### src/rtl/boxcar_decimator_pkg.sv
// Shared constants and helpers for the vibrometer stream stages.
// Holds the default widths, the accumulator width rule and the rate clamp.
package boxcar_decimator_pkg;

  localparam int DATA_WIDTH_DEFAULT    = 16;
  localparam int MAX_LOG2_RATE_DEFAULT = 8;
  localparam int RATE_W                = 4;

  // Summing 2^max_log2_rate samples needs max_log2_rate bits of headroom.
  function automatic int acc_width(input int data_width, input int max_log2_rate);
    return data_width + max_log2_rate;
  endfunction

  function automatic logic [RATE_W-1:0] clamp_rate(input logic [RATE_W-1:0] req,
                                                    input int                max_log2_rate);
    if (int'(req) > max_log2_rate) return RATE_W'(max_log2_rate);
    return req;
  endfunction

endpackage

### src/rtl/axis_out_reg.sv
// Single-entry AXI4-Stream output register. A new result always loads, even when the
// previous one is still unconsumed; that case raises a sticky overflow flag.
module axis_out_reg
  import boxcar_decimator_pkg::*;
#(
  parameter int WIDTH = DATA_WIDTH_DEFAULT
) (
  input  logic             clk,
  input  logic             rst_n,
  input  logic             load_i,
  input  logic [WIDTH-1:0] data_i,
  input  logic             tready_i,
  input  logic             clear_ovf_i,
  output logic [WIDTH-1:0] tdata_o,
  output logic             tvalid_o,
  output logic             overflow_o
);

  logic [WIDTH-1:0] tdata_q, tdata_d;
  logic             tvalid_q, tvalid_d;
  logic             ovf_q, ovf_d;

  always_comb begin
    // NOTE: every always_comb output gets a default first so no path can infer a latch.
    tdata_d  = tdata_q;
    tvalid_d = tvalid_q;
    ovf_d    = ovf_q;

    if (tvalid_q && tready_i) tvalid_d = 1'b0;
    if (clear_ovf_i)          ovf_d    = 1'b0;

    // Load is applied last so a coincident set beats clear and a new result beats the drop.
    if (load_i) begin
      tdata_d  = data_i;
      tvalid_d = 1'b1;
      if (tvalid_q && !tready_i) ovf_d = 1'b1;
    end
  end

  always_ff @(posedge clk or negedge rst_n) begin
    // NOTE: sequential state uses non-blocking assignments so all registers update together.
    if (!rst_n) begin
      tdata_q  <= '0;
      tvalid_q <= 1'b0;
      ovf_q    <= 1'b0;
    end else begin
      tdata_q  <= tdata_d;
      tvalid_q <= tvalid_d;
      ovf_q    <= ovf_d;
    end
  end

  assign tdata_o    = tdata_q;
  assign tvalid_o   = tvalid_q;
  assign overflow_o = ovf_q;

endmodule

### src/rtl/boxcar_decimator.sv
// Accumulate-and-dump boxcar averager: sums 2^R signed samples, emits the floored mean
// on an AXI4-Stream master. Input is never stalled; late results overwrite and flag overflow.
module boxcar_decimator
  import boxcar_decimator_pkg::*;
#(
  parameter int DATA_WIDTH    = DATA_WIDTH_DEFAULT,
  parameter int MAX_LOG2_RATE = MAX_LOG2_RATE_DEFAULT
) (
  input  logic                         SYS_aclk,
  input  logic                         SYS_aresetn,
  input  logic [RATE_W-1:0]            log2_rate,
  input  logic signed [DATA_WIDTH-1:0] data_in,
  input  logic                         data_in_valid,
  output logic signed [DATA_WIDTH-1:0] M_AXIS_tdata,
  output logic                         M_AXIS_tvalid,
  input  logic                         M_AXIS_tready,
  output logic                         overflow,
  input  logic                         clear_overflow
);

  localparam int ACC_W = acc_width(DATA_WIDTH, MAX_LOG2_RATE);
  localparam int CNT_W = MAX_LOG2_RATE;

  logic signed [ACC_W-1:0]      acc_q, acc_d, sum;
  logic [CNT_W-1:0]             cnt_q, cnt_d, last_idx;
  logic [CNT_W:0]               block_len;
  logic [RATE_W-1:0]            rate_q, rate_d, eff_rate;
  logic                         block_done;
  logic signed [DATA_WIDTH-1:0] result;

  always_comb begin
    // The first sample of a block uses the freshly clamped request; later ones the latched rate.
    eff_rate   = (cnt_q == '0) ? clamp_rate(log2_rate, MAX_LOG2_RATE) : rate_q;
    block_len  = (CNT_W+1)'(1) << eff_rate;
    last_idx   = CNT_W'(block_len - 1'b1);
    sum        = acc_q + {{MAX_LOG2_RATE{data_in[DATA_WIDTH-1]}}, data_in};
    result     = DATA_WIDTH'(sum >>> eff_rate);
    block_done = data_in_valid && (cnt_q == last_idx);

    acc_d  = acc_q;
    cnt_d  = cnt_q;
    rate_d = rate_q;
    if (data_in_valid) begin
      rate_d = eff_rate;
      if (block_done) begin
        acc_d = '0;
        cnt_d = '0;
      end else begin
        acc_d = sum;
        cnt_d = cnt_q + 1'b1;
      end
    end
  end

  always_ff @(posedge SYS_aclk or negedge SYS_aresetn) begin
    if (!SYS_aresetn) begin
      acc_q  <= '0;
      cnt_q  <= '0;
      rate_q <= '0;
    end else begin
      acc_q  <= acc_d;
      cnt_q  <= cnt_d;
      rate_q <= rate_d;
    end
  end

  axis_out_reg #(
    .WIDTH(DATA_WIDTH)
  ) u_out (
    .clk        (SYS_aclk),
    .rst_n      (SYS_aresetn),
    .load_i     (block_done),
    .data_i     (result),
    .tready_i   (M_AXIS_tready),
    .clear_ovf_i(clear_overflow),
    .tdata_o    (M_AXIS_tdata),
    .tvalid_o   (M_AXIS_tvalid),
    .overflow_o (overflow)
  );

endmodule

### config.mk
export PLATFORM = sky130hd
export DESIGN_NAME = boxcar_decimator
export DESIGN_NICKNAME = d
export VERILOG_FILES = /design/src/rtl/boxcar_decimator_pkg.sv /design/src/rtl/axis_out_reg.sv /design/src/rtl/boxcar_decimator.sv
export SDC_FILE = /design/constraint.sdc
export NUM_CORES = 1
export LEC_CHECK = 0
export ABC_CLOCK_PERIOD_IN_PS = 6450
export CORE_MARGIN = 3
export CORE_UTILIZATION = 55
export DETAILED_ROUTE_END_ITERATION = 8
export DONT_BUFFER_PORTS = 1
export PLACE_DENSITY = 0.67
export SYNTH_ARGS = -nofsm -noshare
export SYNTH_HDL_FRONTEND = slang
export SYNTH_SLANG_ARGS = --single-unit
### constraint.sdc
create_clock -name SYS_aclk -period 6.45 [get_ports SYS_aclk]
set_clock_uncertainty 0.15 [all_clocks]
set_input_delay 0.9675 -clock SYS_aclk [delete_from_list [all_inputs] [get_ports SYS_aclk]]
set_output_delay 0.9675 -clock SYS_aclk [all_outputs]
set_load 0.03 [all_outputs]
==> reports/metrics.csv <==
metric,value,unit
fin_cells,780,
rows,35,
swShare,53.0,%
hp-class,input port to asynchronous set/reset pin,
diodes,0,
area_growth,2.14,%
critical_path_arrival,5.45,ns
htreeDepth,2,
antenna_found_initial,0,
detail_route.wl_per_cell,19.6,um
crit_slowest_cell,or3_1,
vias_per_cell,6.68,
worst_pin_slew,1.10,ns
place_inst,772,
fin_crit,5.38,ns
ff2ff_path_depth,15,
clkLatencyLatePin,0.32,ns
grt_pass1_vias,5044,
fin_setup_tns,0,ns
yosys_warnings,0,
ys_async_sr_fraction,100,%
finalWeightedCongestion,0.937,
cts_setup_buffers,0,
drc_errors,0,
core,9370,um2
finalSetupViolations,0,
hold_violations,0,
finalMaxSlewViolations,0,
dr.first_iter.drc_count,375,
syn_area,5380,um2
vias,5214,
end_kind,register,
post-synth-top-area-cell,dfrtp_1,
fillCellCount,911,
internal_power,1.30,mW
drive_gt1_share,8.29,%
postCtsResizedCells,0,
syn_inst,677,
power_frac_clock,7.5,%
p_comb_share,73.0,%
synth_edf_count,0,
cts.clk_slew.worst_paths,0.11,ns
max_freq,186,MHz
numCtsBuffers,5,
grt_overflow,0,
max_slew_margin,26.6,%
syn_avg_cell_area,7.95,um2
synth_commonest_cells,"63 x nand2_1, 54 x dfrtp_1, 53 x nor2_1",
wirelength,15.3,mm
ys_top_cells_by_area,"dfrtp_1 25%, ha_1 6.0%, nand2_1 4.4%",
crit_path_max_incr_delay,0.63,ns
worstPathCellList,"inv_1, ha_1, or4b_1, or4_4, nand2_1, nor2_1, nand2_1, ha_1, mux4_2, xnor2_1, nand4_1, or3_1, buf_4, nand3_1, o21ai_1",
r2r-start,cnt_q[0],
ys.flop_type,dfrtp_1,
ant_nets,0,
clockBufferDepth,2,
ir_drop,0.276,mV
root_buffer,clkbuf_8,
post-route-period-util,83.5,%
nNetsFinal,702,
initial_utilization,57.4,%
cp_data_required_time,6.51,ns
pwr_density_cell,501,nW/um2
numPortBuffers,0,
critPathBufInv,2,
synth.most_common_cell,nand2_1,
dr.pass1.iters,6,
drv_cap,0,
grt_max_degree,62,
p_sw,1.46,mW
die_x,105,um
worstPathMaxFanout,17,
ctsHoldBuffers,0,
synth-seq-cells,54,
die_y,105,um
grt_usage,27.9,%
cts_tree,done,
status,"complete, no violations",
io_pins,43,
seqPwrFrac,19.4,%
ys_seq_area_share,25.1,%
synth_nets,729,
design.die.area,11000,um2
synth_top_area_share,25.1,%
leakage,2.36,nW
grt_first_pass_wirelength,25.4,mm
synthDistinctLibCells,76,
start_kind,register,
reg2reg_to,acc_q[9],
dpl.hpwl,11.7,mm
clock_sinks,54,
rsz0062_at_grt,false,
path_class,register to register,
r2r_setup_slack,1.07,ns
path_delay_family,simple AND/OR/NAND/NOR gates,
## metrics by stage
| stage | total power [mW] | cell area [um2] | setup slack [ns] | utilization [%] | hold WS, ns |
|---|---|---|---|---|---|
| after global routing | 2.98 | 5500 | 0.736 | 58.7 | 0.155 |
| after detailed placement | 2.49 | 5400 | 1.16 | 57.6 | 0.358 |
| after floorplan | 2.02 | 5380 | 1.75 | - | 0.335 |
| after global placement | 2.47 | 5400 | 1.25 | 57.6 | 0.352 |
| after CTS | 2.71 | 5500 | 1.13 | 58.7 | 0.165 |
| final | 2.76 | 5500 | 1.07 | 58.7 | 0.169 |
## worst reg2reg max path: cells and delay by family (launching register included)
family / cells / cell delay [ns]
and+or+nand+nor: 8 / 2.85
xor gates and xnor gates: 1 / 0.14
buffers and inverters: 2 / 0.46
adders and majority gates: 2 / 0.55
DFF: 1 / 0.47
muxes: 1 / 0.57
AOI/OAI and AO/OA: 1 / 0.07
## kinds of logic (layout without fill, tap and decap cells)
family                     after synthesis  after routing  share of synthesized area (%)
xor gates and xnor gates                26             26                           4.23
DFF                                     54             54                           25.1
AOI/OAI and AO/OA                      227            227                           28.6
muxes                                   33             33                           7.74
and+or+nand+nor                        233            233                           21.9
adders and majority gates               27             27                           6.42
buffers and inverters                   77             51                           6.05
## cell usage in the layout (no fill, tap or decap), drive strengths merged, types with 4 or more instances in the layout
cell type | synthesis | routed
nand2 | 63 | 63
o21bai | 4 | 4
a211oi | 7 | 7
or4 | 4 | 4
nor2 | 54 | 54
xnor2 | 16 | 16
nor2b | 4 | 4
o22ai | 9 | 9
a2bb2oi | 5 | 5
o21ai | 53 | 53
nand4 | 11 | 11
ha | 26 | 26
mux2i | 12 | 12
a31oi | 9 | 9
a21oi | 45 | 45
o211a | 5 | 5
o221ai | 4 | 4
and3 | 9 | 9
a21o | 14 | 14
nor3 | 21 | 21
xor2 | 10 | 10
o21a | 9 | 9
nand2b | 7 | 7
dfrtp | 54 | 54
o211ai | 21 | 21
buf | 16 | 6
a2111oi | 4 | 4
o31ai | 6 | 6
clkbuf | 24 | 5
mux4 | 4 | 4
and2 | 7 | 7
or3 | 5 | 5
o2111ai | 8 | 8
nand3 | 32 | 32
inv | 37 | 39
mux2 | 17 | 17
nor4 | 4 | 4
## area by class of cell
type	count	area [um2]	area share (%)
clock buffers	5	68.8	1.25
clock inverters	3	26.3	0.478
inverters	37	139	2.53
multi-input cells	546	3700	67.4
flip-flops and latches	54	1350	24.6
well taps	129	161	2.94
repair buffers	6	45.0	0.819
## sequential cells by signal, summed over array words and instances, names as in the netlist
register and flops:
rate_q 4, u_out.tdata_o 16, acc_q 24, cnt_q 8, u_out.overflow_o 1, u_out.tvalid_o 1
## metal layers
layer,GRT usage [%],share of wire [%],vias up
li1,-,-,2473
met1,38.9,46,2489
met2,44.9,45,214
met3,4.08,6.2,38
met4,8.25,2.5,0
met5,0,0,-
## power groups by stage
stage               Clock [mW]  Sequential, mW  Combinational [mW]
finish                   0.208           0.535                2.01
floorplan                    0           0.516                1.50
CTS                      0.217           0.535                1.96
global route             0.229           0.553                2.20
global placement             0           0.540                1.93
detailed placement           0           0.543                1.95
## how the worst max path moves through the flow
stage	start	depth (start not counted)	endpoint
2_1_floorplan	cnt_q[0]	19	u_out.tdata_o[12]
3_3_place_gp	cnt_q[0]	14	u_out.tdata_o[12]
3_5_place_dp	cnt_q[0]	15	acc_q[9]
4_1_cts	cnt_q[0]	15	acc_q[9]
5_1_grt	cnt_q[0]	15	acc_q[3]
6_report	cnt_q[0]	15	acc_q[9]
(Power assumes the default switching activity.)
